### config.mk
export PLATFORM = sky130hd
export DESIGN_NAME = uart_tx_serializer
export DESIGN_NICKNAME = d
export VERILOG_FILES = /design/src/rtl/uart_tx_serializer.sv
export SDC_FILE = /design/constraint.sdc
export NUM_CORES = 1
export LEC_CHECK = 0
export BUFFER_PORTS_ARGS = -buffer_cell sky130_fd_sc_hd__clkbuf_2
export CAP_MARGIN = 20
export CORE_AREA = 5 5 102 104
export DETAILED_ROUTE_END_ITERATION = 7
export DIE_AREA = 0 0 107 109
export GPL_TIMING_DRIVEN = 0
export PLACE_DENSITY_LB_ADDON = 0.2
export SYNTH_ARGS = -nofsm -noshare
export SYNTH_HDL_FRONTEND = slang
export SYNTH_SLANG_ARGS = --single-unit
### constraint.sdc
create_clock -name clk -period 6.01 [get_ports clk]
set_clock_uncertainty 0.2 [all_clocks]
set_input_delay 1.202 -clock clk [delete_from_list [all_inputs] [get_ports clk]]
set_output_delay 1.202 -clock clk [all_outputs]
set_load 0.01 [all_outputs]
### src/rtl/uart_tx_serializer.sv
`default_nettype none
// ============================================================================
// Module   : uart_tx_serializer
// Brief    : Byte-stream to 8N1 UART transmitter with a small input FIFO.
//            Define UART_TX_PARITY_EN for 8E1 frames (even parity bit).
// Revision : 1.0 - initial release
// ============================================================================
module uart_tx_serializer #(
   parameter int CLKS_PER_BIT = 868,
   parameter int FIFO_DEPTH   = 4
) (
   input  logic                        clk,
   input  logic                        rst,
   input  logic [7:0]                  in_data,
   input  logic                        in_valid,
   output logic                        in_ready,
   output logic                        ser_tx,
   output logic                        busy,
   output logic                        tx_done,
   output logic [$clog2(FIFO_DEPTH):0] fifo_count
);

   localparam int PTR_W = $clog2(FIFO_DEPTH);
   localparam int TMR_W = $clog2(CLKS_PER_BIT);

   localparam logic [PTR_W:0]   c_DEPTH    = (PTR_W+1)'(FIFO_DEPTH);
   localparam logic [TMR_W-1:0] c_TMR_LAST = TMR_W'(CLKS_PER_BIT - 1);

   localparam logic [2:0] c_IDLE   = 3'd0;
   localparam logic [2:0] c_START  = 3'd1;
   localparam logic [2:0] c_DATA   = 3'd2;
   localparam logic [2:0] c_STOP   = 3'd4;
`ifdef UART_TX_PARITY_EN
   localparam logic [2:0] c_PARITY = 3'd3;
`endif

   logic [7:0]       r_mem [FIFO_DEPTH];
   logic [PTR_W-1:0] r_wr_ptr;
   logic [PTR_W-1:0] r_rd_ptr;
   logic [PTR_W:0]   r_count;
   logic [2:0]       r_state;
   logic [TMR_W-1:0] r_timer;
   logic [2:0]       r_bit_idx;
   logic [7:0]       r_shift;
   logic             r_ser_tx;
   logic             r_tx_done;

   logic w_push;
   logic w_pop;
   logic w_tc;
   logic w_has_data;

   assign in_ready   = (r_count < c_DEPTH);
   assign w_push     = in_valid && in_ready;
   assign w_has_data = (r_count != '0);
   assign w_tc       = (r_timer == c_TMR_LAST);
   // Pop from IDLE, or at the end of a stop bit so frames run back-to-back.
   assign w_pop      = w_has_data && ((r_state == c_IDLE) || ((r_state == c_STOP) && w_tc));

   assign ser_tx     = r_ser_tx;
   assign tx_done    = r_tx_done;
   assign fifo_count = r_count;
   assign busy       = (r_state != c_IDLE) || w_has_data;

   always_ff @(posedge clk) begin
      if (w_push) begin
         r_mem[r_wr_ptr] <= in_data;
      end
   end

   always_ff @(posedge clk or posedge rst) begin
      if (rst) begin
         r_wr_ptr <= '0;
         r_rd_ptr <= '0;
         r_count  <= '0;
      end else begin
         if (w_push) begin
            r_wr_ptr <= r_wr_ptr + PTR_W'(1);
         end
         if (w_pop) begin
            r_rd_ptr <= r_rd_ptr + PTR_W'(1);
         end
         case ({w_push, w_pop})
            2'b10:   r_count <= r_count + (PTR_W+1)'(1);
            2'b01:   r_count <= r_count - (PTR_W+1)'(1);
            default: r_count <= r_count;
         endcase
      end
   end

   always_ff @(posedge clk or posedge rst) begin
      if (rst) begin
         r_state   <= c_IDLE;
         r_timer   <= '0;
         r_bit_idx <= '0;
         r_shift   <= '0;
         r_tx_done <= 1'b0;
      end else begin
         r_tx_done <= 1'b0;
         case (r_state)
            c_IDLE: begin
               r_timer <= '0;
               if (w_pop) begin
                  r_shift <= r_mem[r_rd_ptr];
                  r_state <= c_START;
               end
            end
            c_START: begin
               if (w_tc) begin
                  r_timer   <= '0;
                  r_bit_idx <= '0;
                  r_state   <= c_DATA;
               end else begin
                  r_timer <= r_timer + TMR_W'(1);
               end
            end
            c_DATA: begin
               if (w_tc) begin
                  r_timer <= '0;
                  if (r_bit_idx == 3'd7) begin
`ifdef UART_TX_PARITY_EN
                     r_state <= c_PARITY;
`else
                     r_state <= c_STOP;
`endif
                  end else begin
                     r_bit_idx <= r_bit_idx + 3'd1;
                  end
               end else begin
                  r_timer <= r_timer + TMR_W'(1);
               end
            end
`ifdef UART_TX_PARITY_EN
            c_PARITY: begin
               if (w_tc) begin
                  r_timer <= '0;
                  r_state <= c_STOP;
               end else begin
                  r_timer <= r_timer + TMR_W'(1);
               end
            end
`endif
            c_STOP: begin
               if (w_tc) begin
                  r_timer   <= '0;
                  r_tx_done <= 1'b1;
                  if (w_pop) begin
                     r_shift <= r_mem[r_rd_ptr];
                     r_state <= c_START;
                  end else begin
                     r_state <= c_IDLE;
                  end
               end else begin
                  r_timer <= r_timer + TMR_W'(1);
               end
            end
            default: begin
               r_timer <= '0;
               r_state <= c_IDLE;
            end
         endcase
      end
   end

   // Line level follows the state register, so it lags state entry by one clock.
   always_ff @(posedge clk or posedge rst) begin
      if (rst) begin
         r_ser_tx <= 1'b1;
      end else begin
         case (r_state)
            c_START:  r_ser_tx <= 1'b0;
            c_DATA:   r_ser_tx <= r_shift[r_bit_idx];
`ifdef UART_TX_PARITY_EN
            c_PARITY: r_ser_tx <= ^r_shift;
`endif
            default:  r_ser_tx <= 1'b1;
         endcase
      end
   end

endmodule
`default_nettype wire
== Yosys cells after proc, flatten, opt, wreduce, memory -nomap -nowiden ==
Memories as Yosys holds them, arrays and structs flattened.
Cells that the tools add are included.

* Flip-flop bits (word level): 33
* Bits in writable memories: 32
* Input bits: 11
* Output and inout bits: 7
* Word-level logic and storage cells: 70
* Memories kept: 1

* $add $sub $neg: 6
* Magnitude comparators: 2
* Equality and inequality tests: 13
* Muxes and demuxes: 24
* Reduce and logical (&&, ||, !) cells: 15

{| class="wikitable"
|+ Memory list
! memory !! depth !! width !! rd ports !! clocked after memory_dff !! wr ports !! line !! text
|-
| r_mem || 4 || 8 || 1 || 0 || 1 || 37 || <nowiki>logic [7:0] r_mem [FIFO_DEPTH];</nowiki>
|}

{| class="wikitable"
|+ Operator list
! operator !! count
|-
| $mux 3 || 8
|-
| $mux 10 || 2
|-
| $mux 8 || 2
|-
| $pmux 8 s2 || 1
|-
| $ne 2x2->1 const B || 6
|-
| $pmux 3 s2 || 2
|-
| $pmux 3 s4 || 1
|-
| $add 10x1->10 const B || 1
|-
| $eq 10x10->1 const B || 1
|-
| $add 3x1->3 const B || 2
|-
| $eq 3x3->1 const B || 2
|-
| $mux 1 || 6
|-
| $reduce_bool 2->1 || 3
|-
| $reduce_bool 3->1 || 2
|-
| $reduce_and 5->1 || 1
|-
| $add 2x1->2 const B || 2
|-
| $lt 3x4->1 const B || 1
|-
| $reduce_and 4->1 || 1
|-
| $bmux 1 s3 || 1
|-
| $eq 3x1->1 const B || 1
|-
| $eq 3x2->1 const B || 1
|-
| $logic_and 1x1->1 || 3
|-
| $logic_not 3->1 || 1
|-
| $lt 3x3->1 const B || 1
|-
| other kinds (7) || 8
|}

== Logic depth before layout (Yosys ltp) ==
* Word-level depth: 7
* Gate-level depth with buffers: 11
* Mapped depth without buffers: 11

== Worst setup path before layout ==
No wires, ideal clock.

* Path kind: input to register
* Start: input port in_valid
* End: register r_count[2] (netlist: fifo_count[2])
* Library setup time: 80 ps
* Arrival time: 2,468 ps
* Data required time: 5,730 ps
* Slack: 3,262 ps
* Stages on the path: 9
* Buffers on the path: 1
* Cell sequence: nor2b_1 > clkbuf_1 > inv_1 > ha_1 > inv_1 > fa_1 > xor2_1 > nor2_1 > xnor2_1

* Cells in the longest elaborated chain, start to end: 3
* Elaborated cells on any way between the ends: 5
* Classes of those cells: eq/ne: 2; mux: 1; reduce/logical: 2

{| class="wikitable"
|+ RTL lines
! element !! line !! text
|-
| start, declared || 15 || <nowiki>input logic in_valid,</nowiki>
|-
| $logic_and 1x1->1 * || 54 || <nowiki>assign w_push = in_valid && in_ready;</nowiki>
|-
| $eq 2x1->1 / $eq 2x2->1 (equally long branches) || 83 || <nowiki>case ({w_push, w_pop})</nowiki>
|-
| $pmux 3 s2 / $reduce_bool 2->1 (equally long branches) || n/a ||
|-
| end signal, assigned || 84 || <nowiki>2'b10: r_count <= r_count + (PTR_W+1)'(1);</nowiki>
|-
| end signal, assigned || 85 || <nowiki>2'b01: r_count <= r_count - (PTR_W+1)'(1);</nowiki>
|-
| end signal, assigned || 86 || <nowiki>default: r_count <= r_count;</nowiki>
|-
| end, declared || 40 || <nowiki>logic [PTR_W:0] r_count;</nowiki>
|}

Every way passes the cells marked *; elsewhere a longest branch is shown, timed or not.
A chain may end at the register's enable or synchronous reset.

== Worst setup path in the final report ==
* Start: register r_count[2] (netlist: fifo_count[2])
* End: output port busy

* Cells in the longest elaborated chain, start to end: 2

{| class="wikitable"
|+ RTL lines
! element !! line !! text
|-
| $reduce_bool 3->1 || 55 || <nowiki>assign w_has_data = (r_count != '0);</nowiki>
|-
| $logic_or 1x1->1 || 63 || <nowiki>assign busy = (r_state != c_IDLE) || w_has_data;</nowiki>
|-
| end, declared || 18 || <nowiki>output logic busy,</nowiki>
|}

No other way between the ends.

==> metrics.txt <==
Leak Pwr between 1 and 1.5 nW; Ys Warns 0; non-filler cells, final 335; IO Count 18; synthesis-to-layout area growth 15.7%; commonest non-fill, non-tap cells in the layout 32 x dfrtp_1, 32 x edfxtp_1, 17 x clkbuf_2; Total Die Area roughly 12000 µm²; grt total ovfl 0; peak supply drop 0.138 mV; first-pass GRT wire length 8.02 mm; PwrDens 410 nW/µm²; clk sinks 65; Final nets 236; sequential share of the synthesized area 61.4%; crit path launch type register; post_cts resized 0; starting density of the core 30.8%; largest net degree at the start of global routing 18; Initial DRT Pass Iterations 4; setup TNS 0 ns; vias between 1500 and 2000; Hold WC Path Type reg2reg; status complete, no violations; Antenna Cells 0; DR vias/cell ~4.5; Pins Over Slew Limit 0; clk slew on worst S/H paths 0.07 ns; worst skew pair latency 0.35 ns; hold_buf cts 0; mux contribution to synthesized area approximately 14%; Simple-Gate Fraction of Synth Area between 10 and 15%; Placed Cells 319; XOR/XNOR share of the synthesized area 4.51%; fin crit share 52.6%; syn_area_per_cell 15.6 µm²; initial antenna violation count 0; vias in the first global route approximately 1600; Slew headroom 47.7%; Filler cells 932; routed len/inst 14.3 µm; DP HPWL roughly 3.2 mm; chip height 109 µm; Max Fclk 0.317 GHz; min Tclk post-route between 3 and 4 ns; cells after synthesis ~190; Adder-Cell Fraction of Synth Area 4.13%; TritonCTS clock tree done; clock tree buffer depth 2; Post-CTS Setup Bufs 0; Synth Flop Type edfxtp_1; Final ANT Viol Nets 0; residual DRC count 0; worst-path fanout max 4; Inserted Clock Buffers 9; Setup crit end kind primary output; final setup violation count 0; Initial DRC Count 56; fraction of layout cells with a size suffix above 1 27.1%; Max-Cap Viols 0; FP Rows 36; Die Wd 107 µm; Arrival @ worst endpoint approximately 1.8 ns; Final Hold Viols 0; Yosys cell types 41; root buffer cell clkbuf_8; RSZ-0062 raised after global routing false; EDFF count, synth 32; Syn Std Cell Area 2910 µm²; DRT Wirelength 4.78 mm; Crit path required time between 4 and 5 ns; Post-Syn Nets 207; post-synthesis compound-gate area fraction under 10%; gpl congestion 0.718; largest family of logic cells by synthesized area multiplexers; Tightest Pin Transition 0.784 ns; Crit Path Class reg2out; Synth async-reset ratio 50.8%; htree depth 3; core area 9460 µm²; Tot GR Track Use 9.24%; PortBufs 17; Synth Register Bits 65
==> worst max-delay path, stage by stage (launching register included) <==
cell	delay [ns]
dfrtp_1	0.42
or3_4	0.44
or4_1	0.40
clkbuf_2	0.14
==> flip-flops by register name, indices dropped and copies added, names as in the netlist, 2 cells and up <==
| name | count |
|---|---|
| fifo_count | 3 |
| r_bit_idx | 3 |
| r_mem | 32 |
| r_rd_ptr | 2 |
| r_shift | 8 |
| r_state | 3 |
| r_timer | 10 |
| r_wr_ptr | 2 |
==> synth_stat cells (2+ instances only) <==
master    number  area share (%)
mux4_2         6             4.6
buf_6          2            0.77
ha_1           8             3.4
nand4_1        3            0.64
o21ai_0        3            0.52
inv_1         12             1.5
nand2_1        7            0.90
edfxtp_1      32              33
and2_1         4            0.86
mux2_4         8             4.1
nor2_1        15             1.9
clkbuf_1       2            0.26
xor2_1         7             2.1
nand3_1        4            0.69
dfrtp_1       32              28
mux2i_1        4             1.4
mux4_1         4             3.6
nand2b_1       2            0.43
and3_1         3            0.64
xnor2_1        8             2.4
==> path summary, 6_finish.rpt <==
check	startpoint	slack (ns)	endpoint	cells after the start
hold / removal	r_timer[0]	0.28	r_timer[0]	1
hold reg to reg	r_timer[0]	0.28	r_timer[0]	1
setup / recovery	fifo_count[2]	2.85	busy	3
max in group asynchronous	rst	4.29	r_bit_idx[0]	3
setup reg to reg	r_timer[0]	3.17	fifo_count[2]	11
min in group asynchronous	rst	0.77	r_timer[6]	2
==> per-layer routing <==
| layer | GRT usage (%) | up-vias | share of wire [%] |
|---|---|---|---|
| li1 | - | 738 | - |
| met5 | 0 | - | 0 |
| met3 | 2.90 | 9 | 3.7 |
| met1 | 11.6 | 749 | 48 |
| met2 | 14.1 | 20 | 46 |
| met4 | 5.21 | 0 | 2.5 |
==> power by group <==
| part | internal [mW] | leakage (nW) | switching, mW |
|---|---|---|---|
| sequential | 0.575 | 0.700 | 0.0610 |
| combinational | 0.199 | 0.614 | 0.164 |
| clock | 0.195 | 0.100 | 0.187 |
| total | 0.968 | 1.41 | 0.411 |
==> area by class of cell <==
cell class                      instances  area, µm²  area share [%]
Timing Repair Buffer                   18        113            3.34
Inverter                               12       45.0            1.34
Multi-Input combinational cell        104       1030            30.5
Clock buffer                            9        124            3.68
Sequential cell                        65       1790            53.1
Clock inverter                          7       77.6            2.30
Buffer                                  6       51.3            1.52
Tap cell                              114        143            4.23
==> per-stage QoR <==
stage	hold slack [ns]	utilization, %	total power, mW	area (µm²)	setup slack, ns
CTS	0.290	35.6	1.41	3370	2.81
global route	0.306	35.6	1.47	3370	2.76
floorplan	0.248	-	0.922	2910	3.26
detailed placement	0.279	33.5	1.02	3170	3.09
finish	0.283	35.6	1.38	3370	2.85
global placement	0.275	33.2	1.01	3140	3.08
==> logic make-up (layout without fill, tap and decap cells) <==
kind of cell / after synthesis / count (layout)
compound gates: 8 / 8
fa+ha+maj: 9 / 9
flops: 65 / 65
buf+inv: 18 / 52
mux: 23 / 23
xor+xnor: 15 / 15
simple gates: 49 / 49
Power figures use the tool's default switching activity.
